### src/rtl/pixel_pkg.sv
// Shared pixel types and screen geometry for the pixel write path.
// The arbiter's optional bounds filter is enabled by PIXEL_ARB_BOUNDS_CHECK_EN.
package pixel_pkg;

   localparam int X_W      = 9;
   localparam int Y_W      = 8;
   localparam int COLOR_W  = 3;
   localparam int SCREEN_W = 320;
   localparam int SCREEN_H = 240;

   typedef struct packed {
      logic [X_W-1:0]     x;
      logic [Y_W-1:0]     y;
      logic [COLOR_W-1:0] color;
   } pixel_t;

   typedef enum logic {
      GRANT_CLR = 1'b0,
      GRANT_SPR = 1'b1
   } grant_e;

   function automatic logic on_screen(input pixel_t p);
      return (int'(p.x) < SCREEN_W) && (int'(p.y) < SCREEN_H);
   endfunction

endpackage

### src/rtl/pixel_fifo.sv
// Show-ahead pixel buffer: head entry is visible whenever not empty.
// Outputs zero data when empty so the adapter never sees stale pixels.
module pixel_fifo
   import pixel_pkg::*;
#(
   parameter int DEPTH = 4,
   localparam int AW = $clog2(DEPTH),
   localparam int CW = $clog2(DEPTH + 1)
) (
   input  logic          clock,
   input  logic          reset,
   input  logic          push,
   input  pixel_t        data_in,
   input  logic          pop,
   output pixel_t        data_out,
   output logic          full,
   output logic          empty,
   output logic [CW-1:0] count
);

   pixel_t        mem [DEPTH];
   logic [AW-1:0] wr_ptr;
   logic [AW-1:0] rd_ptr;
   logic [CW-1:0] count_q;
   logic          do_push;
   logic          do_pop;

   assign empty    = (count_q == '0);
   assign full     = (count_q == CW'(DEPTH));
   assign count    = count_q;
   assign do_pop   = pop & ~empty;
   assign do_push  = push & (~full | do_pop);
   assign data_out = empty ? '0 : mem[rd_ptr];

   always_ff @(posedge clock) begin
      if (do_push) begin
         mem[wr_ptr] <= data_in;
      end
   end

   always_ff @(posedge clock) begin
      if (reset) begin
         wr_ptr  <= '0;
         rd_ptr  <= '0;
         count_q <= '0;
      end else begin
         if (do_push) begin
            wr_ptr <= wr_ptr + AW'(1);
         end
         if (do_pop) begin
            rd_ptr <= rd_ptr + AW'(1);
         end
         unique case ({do_push, do_pop})
            2'b10:   count_q <= count_q + CW'(1);
            2'b01:   count_q <= count_q - CW'(1);
            default: count_q <= count_q;
         endcase
      end
   end

endmodule

### src/rtl/pixel_write_arbiter.sv
// Round-robin merge of clear-screen and sprite pixel writes into one VGA port.
// PIXEL_ARB_BOUNDS_CHECK_EN drops off-screen pixels and counts them.
module pixel_write_arbiter
   import pixel_pkg::*;
#(
   parameter int FIFO_DEPTH = 4
) (
   input  logic               clock,
   input  logic               reset,
   input  logic               clr_valid,
   input  logic [X_W-1:0]     clr_x,
   input  logic [Y_W-1:0]     clr_y,
   input  logic [COLOR_W-1:0] clr_color,
   output logic               clr_ready,
   input  logic               spr_valid,
   input  logic [X_W-1:0]     spr_x,
   input  logic [Y_W-1:0]     spr_y,
   input  logic [COLOR_W-1:0] spr_color,
   output logic               spr_ready,
   output logic               plot,
   output logic [X_W-1:0]     x,
   output logic [Y_W-1:0]     y,
   output logic [COLOR_W-1:0] color,
   input  logic               plot_ready,
   output logic [15:0]        dropped_count
);

   localparam int CW = $clog2(FIFO_DEPTH + 1);

   grant_e        last_grant;
   pixel_t        in_pix;
   pixel_t        head;
   logic          full;
   logic          empty;
   logic [CW-1:0] occupancy;
   logic          pop;
   logic          can_accept;
   logic          clr_win;
   logic          xfer;
   logic          push;

   assign pop        = ~empty & plot_ready;
   assign can_accept = ~reset & (~full | pop);
   assign clr_win    = clr_valid & (~spr_valid | (last_grant == GRANT_SPR));
   assign clr_ready  = can_accept & clr_win;
   assign spr_ready  = can_accept & spr_valid & ~clr_win;
   assign xfer       = clr_ready | spr_ready;

   assign in_pix = clr_win ? {clr_x, clr_y, clr_color}
                           : {spr_x, spr_y, spr_color};

   assign plot  = ~empty;
   assign x     = head.x;
   assign y     = head.y;
   assign color = head.color;

   always_ff @(posedge clock) begin
      if (reset) begin
         last_grant <= GRANT_SPR;
      end else if (clr_ready) begin
         last_grant <= GRANT_CLR;
      end else if (spr_ready) begin
         last_grant <= GRANT_SPR;
      end
   end

`ifdef PIXEL_ARB_BOUNDS_CHECK_EN
   logic        keep;
   logic [15:0] drop_q;

   // Off-screen pixels still handshake so the requester never stalls.
   assign keep          = on_screen(in_pix);
   assign push          = xfer & keep;
   assign dropped_count = drop_q;

   always_ff @(posedge clock) begin
      if (reset) begin
         drop_q <= '0;
      end else if (xfer && !keep && drop_q != 16'hFFFF) begin
         drop_q <= drop_q + 16'd1;
      end
   end
`else
   assign push          = xfer;
   assign dropped_count = '0;
`endif

   pixel_fifo #(
      .DEPTH (FIFO_DEPTH)
   ) u_fifo (
      .clock    (clock),
      .reset    (reset),
      .push     (push),
      .data_in  (in_pix),
      .pop      (pop),
      .data_out (head),
      .full     (full),
      .empty    (empty),
      .count    (occupancy)
   );

   a_occ_bound : assert property (@(posedge clock) disable iff (reset)
      occupancy <= CW'(FIFO_DEPTH));

endmodule

### config.mk
export PLATFORM = sky130hd
export DESIGN_NAME = pixel_write_arbiter
export DESIGN_NICKNAME = d
export VERILOG_FILES = /design/src/rtl/pixel_pkg.sv /design/src/rtl/pixel_fifo.sv /design/src/rtl/pixel_write_arbiter.sv
export SDC_FILE = /design/constraint.sdc
export NUM_CORES = 1
export LEC_CHECK = 0
export ABC_CLOCK_PERIOD_IN_PS = 2500
export BUFFER_PORTS_ARGS = -buffer_cell sky130_fd_sc_hd__buf_2
export CAP_MARGIN = 20
export CORE_ASPECT_RATIO = 1.2
export CORE_MARGIN = 2
export CORE_UTILIZATION = 35
export DETAILED_ROUTE_END_ITERATION = 8
export MAX_ROUTING_LAYER = met4
export PLACE_DENSITY = 0.64
export SYNTH_ARGS = -nofsm -noshare
export SYNTH_HDL_FRONTEND = slang
export SYNTH_HIERARCHICAL = 1
export SYNTH_SLANG_ARGS = --single-unit
### constraint.sdc
create_clock -name clock -period 2.5 [get_ports clock]
set_input_delay 0.625 -clock clock [delete_from_list [all_inputs] [get_ports clock]]
set_output_delay 0.625 -clock clock [all_outputs]
set_load 0.02 [all_outputs]
## Yosys cells after proc, flatten, opt, wreduce, memory -nomap -nowiden

Memories as Yosys holds them, arrays and structs flattened. A register that Yosys moved wholly into a read port is not among the register bits.
Index checks and enable logic that the tools add are counted.

| cells by class | value |
|---|---|
| shift operators | 0 |
| bitwise operators | 17 |
| eq/ne operators | 3 |
| $lt $le $gt $ge | 0 |
| multiply operators | 0 |
| $add $sub $neg | 4 |
| multiplexer cells | 9 |
| reduce and logical (&&, ||, !) cells | 3 |
| div/mod/pow operators | 0 |

Operators with widths:

| kind | count |
|---|---|
| two-way mux 20 bit | 2 |
| AND 1 bit | 8 |
| case mux 3 bit (2 select lines) | 1 |
| NOT 1 bit | 5 |
| adder 2 x 1 -> 2 bit (second input constant) | 2 |
| two-way mux 1 bit | 4 |
| two-way mux 2 bit | 2 |
| OR 1 bit | 4 |
| nonzero test 2 bit | 2 |
| adder 3 x 1 -> 3 bit (second input constant) | 1 |
| equality test 3 bit (second input constant) | 1 |
| logical NOT 3 bit | 1 |
| subtractor 3 x 1 -> 3 bit (second input constant) | 1 |
| equality test 2 x 1 -> 1 bit (second input constant) | 1 |
| equality test 2 bit (second input constant) | 1 |

| word-level totals | value |
|---|---|
| RAM bits | 80 |
| logic and storage cells | 41 |
| memories kept | 1 |
| memory bits (read-only) | 0 |
| latch bits | 0 |
| register bits after elaboration | 8 |
| output and inout port bits | 39 |
| bits of input ports | 45 |

Memories:

| name | words | width | read ports | clocked after Yosys merged registers in | write ports | line | RTL |
|---|---|---|---|---|---|---|---|
| u_fifo.mem | 4 | 20 | 1 | 1 | 1 | pixel_fifo.sv:21 | `pixel_t mem [DEPTH];` |

## Depth between registers and ports, before layout

| logic depth | value |
|---|---|
| depth in word-level cells | 11 |
| depth in mapped cells | 13 |
| mapped depth without buffers | 10 |

## By module

The synthesis kept the hierarchy.

Modules (own cells, without submodules):

| module | cells an instance | times used | area an instance (um2) | seq. area each (um2) |
|---|---|---|---|---|
| pixel_fifo | 194 | 1 | 3698.5 | 2582.5 |
| pixel_write_arbiter | 53 | 1 | 481.7 | 20.0 |

## Worst setup path before layout

Ideal clock, no wire load.

| timing path | value |
|---|---|
| path type | reg-to-reg |
| start | register u_fifo.count_q[2] (netlist: u_fifo/count[2]) |
| end | memory u_fifo/mem[0][0] (netlist name), enable pin |
| clock period less this slack | 2.565 ns |
| library setup time | 0.378 ns |
| path buffers | 3 |
| data required time | 2.122 ns |
| setup slack | -0.065 ns |
| data arrival time | 2.187 ns |
| cell stages (with the launch flop) | 11 |
| path through | dfxtp_1 buf_2 nor3_4 buf_4 nand2b_1 a21oi_1 o21a_1 buf_6 inv_1 a31oi_4 and2_1 |

| between the ends | value |
|---|---|
| cells in the longest elaborated chain, start to end | 11 |
| elaborated cells on any way between the ends | 16 |
| classes of those cells | eq/ne: 1; mux: 2; bitwise: 12; reduce/logical: 1 |

RTL lines:

| element | line | RTL |
|---|---|---|
| start: declaration | pixel_fifo.sv:24 | `logic [CW-1:0] count_q;` |
| start signal: assignment | pixel_fifo.sv:54 | `2'b10: count_q <= count_q + CW'(1);` |
| start signal: assignment | pixel_fifo.sv:55 | `2'b01: count_q <= count_q - CW'(1);` |
| start signal: assignment | pixel_fifo.sv:56 | `default: count_q <= count_q;` |
| logical NOT 3 bit * | pixel_fifo.sv:28 | `assign empty = (count_q == '0);` |
| net empty | pixel_write_arbiter.sv:34 | `logic empty;` |
| NOT 1 bit * | pixel_write_arbiter.sv:42 | `assign pop = ~empty & plot_ready;` |
| AND 1 bit * | pixel_write_arbiter.sv:42 |  |
| OR 1 bit * | pixel_write_arbiter.sv:43 | `assign can_accept = ~reset & (~full \| pop);` |
| AND 1 bit * | pixel_write_arbiter.sv:43 |  |
| AND 1 bit (2 in a row) | pixel_write_arbiter.sv:46 | `assign spr_ready = can_accept & spr_valid & ~clr_win;` |
| OR 1 bit * | pixel_write_arbiter.sv:47 | `assign xfer = clr_ready \| spr_ready;` |
| net push | pixel_write_arbiter.sv:40 | `logic push;` |
| AND 1 bit * | pixel_fifo.sv:32 | `assign do_push = push & (~full \| do_pop);` |
| two-way mux 1 bit * | pixel_fifo.sv:36 | `if (do_push) begin` |
| two-way mux 1 bit (implied by the code) * | pixel_fifo.sv:37 | `mem[wr_ptr] <= data_in;` |
| end: declaration | pixel_fifo.sv:21 |  |

Mark *: on every way through the listed nets, which the timed path passes. The rest lies on a longest branch.

==> metrics.txt <==
final period utilization 94.5%; overall routing resource usage 11.9%; Mapped Cells ~250; post-synthesis mux area share around 17%; CP required 1880 ps; adder-cell share of the synthesized area 1.68%; TritonCTS buffer count 9; largest net degree at the start of global routing 22; startpoint type of the worst setup path flip-flop; DRT iter0 DRCs about 120; Starting Density a little over a third; FP Rows 43; ANT nets after route 0; fin crit period 2360 ps; critical path fanouts, max 20; DIE WIDTH 104 um; unrepaired setup endpoints after global routing no; Most Crowded Layer GR met2; hold depth 2; Clock H-tree levels 3; first-pass iteration count of the detailed router 6; Peak VDD IR 295 uV; status complete, no violations; max-cap viol count 0; sequential area share after synthesis between 60 and 70%; CP bufs+invs 2; Post-CTS Hold Fix Bufs 0; via count between 2000 and 2500; final WL 7240 um; max-slew violations 0; vias per inst 4.55; WL/cell 15.0 um; cells along the critical path buf_12 > mux4_2 > nor2b_1 > buf_2; CTS sink cnt 90; vias in the first global route 2190; Die H roughly 120 um; HPWL Detailed slightly above 5000 um; clock-pin slew on the worst setup and hold paths 60 ps; CTS root buffer clkbuf_16; first-pass GRT wire length 11100 um; worst-case clock skew just over 4 ps; slowest stage cell on the critical path mux4_2; initial antenna violation count 0; leading area contributor after synthesis edfxtp_1; synthesized area around 4200 um2; Post-synth EDFFs 80; core area 11600 um2; RePlAce Congestion about 0.76; Hold Violations, Final 0; M2 GR Usage 20.8%; DRC 0; commonest cells after routing, fill and taps aside edfxtp_1 (80), buf_2 (67), mux4_2 (20); layout cell share with drive strength beyond 1 47.1%; # Post-CTS Setup Buffers 0; Synth top area share 57.5%; Max Root-Sink Buffers 2; Boundary Pins 84; WP data arrival 1740 ps; largest family of logic cells by synthesized area multiplexers; met3 Usage GRT 3.09%; Ant. Diodes 0; Synth area leaders edfxtp_1 (57%), mux4_2 (11%), mux2_2 (5.1%); Setup TNS Final 0 ps; Synth cell types 44; XOR/XNOR Fraction of Synth Area less than 1%; synth-to-layout area growth 18.4%; die area ~13000 um2; Leak about 0.0018 uW; compound-gate portion of the synthesized area around 3.8%; Max Freq 423 MHz; dominant synthesized flop cell edfxtp_1; Stages on worst setup path 4; commonest non-fill, non-tap cell in the layout edfxtp_1; Final Util 42.6%; synth warn 6; power per cell area 666 nW/um2; final net count around 370; mean area per synthesized cell 16.9 um2; final setup violation count 0; Critical Path End Type primary output; Min-Delay Path Class reg -> reg; worst r2r path cells 9; met1 usage 13.1%; register bit total from synthesis 90; clk_lat worst skew roughly 330 ps; Crit Path Category reg -> out; Async S/R FF share, synth 0%; placed cell area 4680 um2; delay-heaviest family, CP multiplexers; gr ovfl total 0; design area 4950 um2; delay of the slowest cell on the worst path 540 ps; CTS tree built; IO Port Bufs between 60 and 70; Simple-Gate Fraction of Synth Area between 8 and 9%
report_power, final:
part | internal [uW] | switching [uW] | total, uW | leakage (uW)
combinational | 168 | 215 | 383 | 0.000875
sequential | 1720 | 22.4 | 1740 | 0.000813
clock | 663 | 508 | 1170 | 0.000126
logic make-up (layout without fill, tap and decap cells):
| kind of cell | after synthesis | in the layout |
|---|---|---|
| compound gates | 19 | 19 |
| xor+xnor | 4 | 4 |
| fa+ha+maj | 5 | 5 |
| buf+inv | 41 | 106 |
| flops | 90 | 90 |
| mux | 42 | 42 |
| other cells | 1 | 16 |
| simple gates | 45 | 45 |
cell usage after synthesis, types with 2 or more instances:
cell	count
edfxtp_1	80
buf_4	20
mux4_2	20
mux2_2	19
nor2b_1	12
inv_1	11
dfxtp_1	10
nor2b_4	8
nor2_1	6
and2_1	5
buf_6	5
nand2b_1	5
buf_2	4
ha_1	4
a21oi_1	3
xor2_1	3
a211oi_1	2
nand3_1	2
o211ai_1	2
o21ai_0	2
sequential cells by signal, summed over array words and instances (netlist names), named ones only:
name           count
last_grant         1
u_fifo/wr_ptr      2
u_fifo/mem        80
u_fifo/count       3
u_fifo/rd_ptr      2
layout make-up:
type / instances / area (um2)
well taps: 157 / 196
inverters: 11 / 41.3
fillers: 1068 / 6670
flip-flops and latches: 90 / 2610
clock inverters: 6 / 33.8
clock buffers: 10 / 229
multi-input cells: 131 / 1370
repair buffers: 79 / 475
timing repair:
action	CTS	global route
endpoints found under the hold margin	0	0
gates resized for setup	0	1
endpoints found under the setup margin	0	1
routing by layer:
| metal | share of wire [%] | vias to the layer above |
|---|---|---|
| met2 | 51 | 56 |
| met1 | 42 | 1094 |
| li1 | - | 1041 |
| met4 | 2.0 | 0 |
| met3 | 4.5 | 12 |
| met5 | 0 | - |
metrics by stage:
step / total power, uW / hold slack [ps] / instances / worst slack (ps)
after CTS: 3340 / 521 / 484 / 97.2
after global routing: 3430 / 566 / 484 / 17.7
final: 3290 / 513 / 484 / 136
after detailed placement: 2160 / 513 / 468 / 203
after global placement: 2150 / 505 / 468 / 281
after floorplan: 2050 / 482 / 262 / 35.1
path summary, 6_finish.rpt:
check / startpoint / to / slack (ps)
hold reg to reg: u_fifo/wr_ptr[1] / u_fifo/wr_ptr[1] / 510
setup reg to reg: u_fifo/count[1] / u_fifo/count[2] / 250
setup / recovery: flip-flop / y[0] / 140
hold / removal: u_fifo/wr_ptr[1] / u_fifo/wr_ptr[1] / 510
worst register-to-register path: cells and delay by family, from the launching register on:
family,cells,cell delay (ps)
adders and majority gates,1,380
and+or+nand+nor,4,620
AOI/OAI and AO/OA,3,450
DFF,1,530
buffers and inverters,1,190
Note: power is estimated with default switching activity, not from simulation.
